--- src/rtl/gray_pkg.sv ---
// Shared types and helpers for the Gray-coded switch front end.
// Holds the debounce state encoding and the Gray-to-binary conversion.
package gray_pkg;

    localparam int GRAY_WIDTH       = 4;
    localparam int DEBOUNCE_DEFAULT = 16;
    localparam int MAX_W            = 32;

    typedef enum logic {
        STABLE   = 1'b0,
        SETTLING = 1'b1
    } deb_state_t;

    // Prefix XOR from the MSB down; only the low w bits are meaningful.
    function automatic logic [MAX_W-1:0] gray_to_bin(
        input logic [MAX_W-1:0] g,
        input int               w
    );
        logic [MAX_W-1:0] b;
        b = '0;
        for (int i = MAX_W - 1; i >= 0; i--) begin
            if (i == w - 1) begin
                b[i] = g[i];
            end else if (i < w - 1) begin
                b[i] = b[i+1] ^ g[i];
            end
        end
        return b;
    endfunction

endpackage

--- src/rtl/gray_input_decoder_sync_2ff.sv ---
// Two-flop synchronizer for an asynchronous input bus.
// Straight flop-to-flop path with nothing in between.
module sync_2ff #(
    parameter int WIDTH = 4
) (
    input  logic             clock,
    input  logic             reset,
    input  logic [WIDTH-1:0] d,
    output logic [WIDTH-1:0] q
);

    logic [WIDTH-1:0] meta;
    logic [WIDTH-1:0] sync;

    always_ff @(posedge clock or posedge reset) begin
        if (reset) begin
            meta <= '0;
            sync <= '0;
        end else begin
            meta <= d;
            sync <= meta;
        end
    end

    assign q = sync;

endmodule

--- src/rtl/gray_input_decoder.sv ---
// Switch front end: synchronize, debounce as one word, convert Gray to binary.
// Emits a one-cycle strobe whenever the committed value actually changes.
module gray_input_decoder
    import gray_pkg::*;
#(
    parameter int WIDTH           = GRAY_WIDTH,
    parameter int DEBOUNCE_CYCLES = DEBOUNCE_DEFAULT,
    parameter int CNT_W           = $clog2(DEBOUNCE_CYCLES + 1)
) (
    input  logic             clock,
    input  logic             reset,
    input  logic [WIDTH-1:0] grayIn,
    output logic [WIDTH-1:0] binNumber,
    output logic [WIDTH-1:0] grayStable,
    output logic             newValue,
    output logic             busy
);

    localparam logic [CNT_W-1:0] LAST_CNT = CNT_W'(DEBOUNCE_CYCLES - 1);

    logic [WIDTH-1:0] sample;
    deb_state_t       state;
    deb_state_t       state_d;
    logic [WIDTH-1:0] cand;
    logic [WIDTH-1:0] cand_d;
    logic [CNT_W-1:0] cnt;
    logic [CNT_W-1:0] cnt_d;
    logic             commit;
    logic             update;
    logic [WIDTH-1:0] bin_d;

    sync_2ff #(
        .WIDTH(WIDTH)
    ) u_sync (
        .clock(clock),
        .reset(reset),
        .d    (grayIn),
        .q    (sample)
    );

    always_ff @(posedge clock or posedge reset) begin
        if (reset) begin
            state <= STABLE;
            cand  <= '0;
            cnt   <= '0;
        end else begin
            state <= state_d;
            cand  <= cand_d;
            cnt   <= cnt_d;
        end
    end

    // Any movement of the sample while settling restarts the full count.
    always_comb begin
        state_d = state;
        cand_d  = cand;
        cnt_d   = cnt;
        commit  = 1'b0;
        unique case (state)
            STABLE: begin
                if (sample != grayStable) begin
                    state_d = SETTLING;
                    cand_d  = sample;
                    cnt_d   = '0;
                end
            end
            SETTLING: begin
                if (sample != cand) begin
                    cand_d = sample;
                    cnt_d  = '0;
                end else if (cnt == LAST_CNT) begin
                    state_d = STABLE;
                    commit  = 1'b1;
                end else begin
                    cnt_d = cnt + CNT_W'(1);
                end
            end
        endcase
    end

    // A commit that lands back on the old word is silent.
    always_comb begin
        update = commit && (cand != grayStable);
        bin_d  = WIDTH'(gray_to_bin(MAX_W'(cand), WIDTH));
    end

    always_ff @(posedge clock or posedge reset) begin
        if (reset) begin
            grayStable <= '0;
            binNumber  <= '0;
            newValue   <= 1'b0;
            busy       <= 1'b0;
        end else begin
            newValue <= update;
            busy     <= (state_d == SETTLING);
            if (update) begin
                grayStable <= cand;
                binNumber  <= bin_d;
            end
        end
    end

endmodule

--- config.mk ---
export PLATFORM = sky130hd
export DESIGN_NAME = gray_input_decoder
export DESIGN_NICKNAME = d
export VERILOG_FILES = /design/src/rtl/gray_pkg.sv /design/src/rtl/gray_input_decoder_sync_2ff.sv /design/src/rtl/gray_input_decoder.sv
export SDC_FILE = /design/constraint.sdc
export NUM_CORES = 1
export LEC_CHECK = 0
export CAP_MARGIN = 25
export CORE_MARGIN = 3
export CORE_UTILIZATION = 40
export DETAILED_ROUTE_END_ITERATION = 6
export PLACE_DENSITY = 0.62
export SYNTH_ARGS = -nofsm -noshare
export SYNTH_HDL_FRONTEND = slang
export SYNTH_SLANG_ARGS = --single-unit
--- constraint.sdc ---
create_clock -name clock -period 3.2 [get_ports clock]
set_input_delay 0.48 -clock clock [delete_from_list [all_inputs] [get_ports clock]]
set_output_delay 0.48 -clock clock [all_outputs]
set_load 0.02 [all_outputs]
==> out/qor.txt <==
IO Port Bufs: 15
Period utilisation layout: 60.32%
Crit path kind: reg2reg
Worst Hold Class: in2async
Largest family of logic cells by synthesized area: simple AND/OR/NAND/NOR gates
Most frequent cells in the layout: dfrtp_1, clkdlybuf4s50_1, nand2_1
CTS H-tree lvls: 1
Total number of vias: 699
Die Ht: 59.15 um
DRC viols: 0
Worst R2R Setup Slack: 1.27 ns
Post-CTS Hold Buffers: 0
Clk_lat worst skew: 0.31 ns
Worst-case reg-to-reg path depth: 5
TritonCTS clock tree: yes
Post-Synth Simple-Gate Area: 12.07%
Standard-cell rows: 18
Commonest non-fill, non-tap cell in the layout: dfrtp_1
Root Buffer: clkbuf_4
Synth area leader: dfrtp_1
Crit path DAT: 2.14 ns
Status: finished clean
Sequential fraction of the synthesis area: 57.59%
CP endpoint: binNumber[0]$_DFFE_PP0P_
Starting DRT DRC Count: 11
Clock sink count: 26
Clock buffer depth: 2
Initial Util: 43.62%
P per Cell Area: 402.6 nW/um^2
Area after DPL: 1303 sq um
Number of global-route vias before repair: 705
Avg WL per Cell: 13.06 um
Worst R2R End: binNumber[0]$_DFFE_PP0P_
Initial antenna violation count: 0
First-pass iteration count of the detailed router: 4
First-pass GRT wire length: 3291 um
Number of synthesized register bits: 26
Top cell type's share of synthesized area: 57.59%
Gates resized, CTS repair: 0
Largest net degree at the start of global routing: 27
Die Span X: 59.15 um
FMAX: 518.0 MHz
Compound-Gate Fraction of Synth Area: 4.873%
Clk slew on worst S/H paths: 0.13 ns
Die footprint: 3498 sq um
Setup Fix Bufs, Post-CTS: 0
CP startpoint kind: flop
Post-Synth Adder-Cell Area: 2.215%
DP HPWL: 1386 um
Synth top area cells: dfrtp_1, xnor2_1, mux2_2, xor2_1, nand2_1
Unrepaired setup endpoints after global routing: false
Layout cells sized above 1: 11.93%
Worst reg2reg startpoint: cand[2]$_DFFE_PP0P_
Total GRT Usage: 12.61%
Post-synthesis cell type count: 26
Final Net Count: 118
Max_cap viols: 0
Actual slew at the worst max-slew pin: 0.6376 ns
Syn nets: 99
Maximum vdd drop: 441.5 uV
Synth Warn #: 0
Post-Syn Instances: 91
Detail Route Antenna Nets: 0
LEAKAGE: 0.6021 nW
CTS buffer count: 3
Max-slew headroom: 57.14%
Number of I/O pins: 16
Setup crit start: cand[2]$_DFFE_PP0P_
Critical Path Sink Type: flop
Final setup vio count: 0
Core ar.: 2590 sq um
Minimum clock period: 1.930 ns
GPL Wtd Cong: 0.7932
Worst Skew: 0.002505 ns
Ant. Diodes: 0
Post-synthesis mux area share: 8.749%
Req. time, crit path: 3.41 ns
Final hold viol count: 0
WL final: 1815 um
Crit path max fanout: 8
Via density per instance: 5.029
Netlist Area Pre-Place: 1130 sq um
Fill cell count: 233
Final Cell Area: 1366 sq um
Synth Area in XOR/XNOR: 10.85%
TNS Setup: 0 ns
Max-slew violation count: 0
Grt ovf: 0
P&R area growth vs syn: 20.93%
Avg Synthesized Cell Area: 12.42 sq um
==> flip-flops by register name, summed over array words and instances, names as in the netlist <==
signal and flops:
binNumber 4, u_sync.q 4, busy 1, cand 4, newValue 1, u_sync.meta 4
grayStable 3, cnt 5
==> critical path, stage by stage (launching register included) <==
cell,delay [ns]
dfrtp_1,0.46
xor2_1,0.18
a21oi_1,0.12
nor4b_4,0.38
and3_1,0.34
mux2_1,0.34
==> through the flow <==
step	worst slack, ns	hold WS (ns)	std cells	util, %	power, mW
floorplan	1.398	0.3312	91	-	0.3811
global placement	1.326	0.3328	134	50.29	0.3940
detailed placement	1.265	0.3364	134	50.29	0.3949
CTS	1.238	0.3682	138	51.69	0.5583
global route	1.113	0.3185	139	52.75	0.5794
finish	1.270	0.3278	139	52.75	0.5500
==> layout make-up <==
class,instances,area [sq um],share of cell area (%)
Sequential cell,26,650.6,47.62
Multi-Input combinational cell,56,437.9,32.05
Timing Repair Buffer,16,177.7,13.00
Tap cell,30,37.54,2.747
Clock buffer,4,36.28,2.656
Inverter,7,26.28,1.923
==> per-layer routing <==
layer | share of wire, % | vias up | track usage, %
met5 | 0 | - | 0
met4 | 0.44 | 0 | 1.942
met3 | 6.3 | 2 | 4.575
met2 | 47 | 17 | 20.19
met1 | 46 | 337 | 16.76
li1 | - | 343 | -
==> worst min-delay path by stage <==
stage	from	endpoint	slack (ns)	cells past startpoint
global placement	u_sync.meta[0]$_DFF_PP0_	u_sync.q[0]$_DFF_PP0_	0.33	0
global route	reset	u_sync.meta[0]$_DFF_PP0_	0.32	2
detailed placement	u_sync.meta[1]$_DFF_PP0_	u_sync.q[1]$_DFF_PP0_	0.34	0
CTS	u_sync.meta[1]$_DFF_PP0_	u_sync.q[1]$_DFF_PP0_	0.37	0
finish	reset	u_sync.meta[0]$_DFF_PP0_	0.33	2
floorplan	u_sync.meta[0]$_DFF_PP0_	u_sync.q[0]$_DFF_PP0_	0.33	0
==> power by group <==
part | total (mW) | leakage [nW] | switching, mW | internal, mW
registers | 0.347 | 0.330 | 0.00930 | 0.337
clock network | 0.159 | 0.0210 | 0.0894 | 0.0695
logic | 0.0445 | 0.251 | 0.0212 | 0.0233
==> synth_stat cells <==
| master | instances |
|---|---|
| dfrtp_1 | 26 |
| nand2_1 | 11 |
| xnor2_1 | 8 |
| inv_1 | 6 |
| xor2_1 | 6 |
| mux2_2 | 5 |
| a21oi_1 | 3 |
| and3_1 | 2 |
| buf_4 | 2 |
| ha_1 | 2 |
| mux2_1 | 2 |
| mux2i_1 | 2 |
| nand2b_1 | 2 |
| o22ai_1 | 2 |
| a31oi_1 | 1 |
| and2_1 | 1 |
| and4b_1 | 1 |
| inv_2 | 1 |
| nand4_1 | 1 |
| nor2_1 | 1 |
| nor4_2 | 1 |
| nor4b_4 | 1 |
| o211ai_1 | 1 |
| o21ai_0 | 1 |
| o311ai_1 | 1 |
| or4_1 | 1 |
==> logic make-up after synthesis <==
| family | Yosys count |
|---|---|
| DFF | 26 |
| and+or+nand+nor | 22 |
| xor gates and xnor gates | 14 |
| AOI/OAI and AO/OA | 9 |
| buffers and inverters | 9 |
| muxes | 9 |
| adders and majority gates | 2 |
No activity file was read; power rests on OpenSTA's default activity.
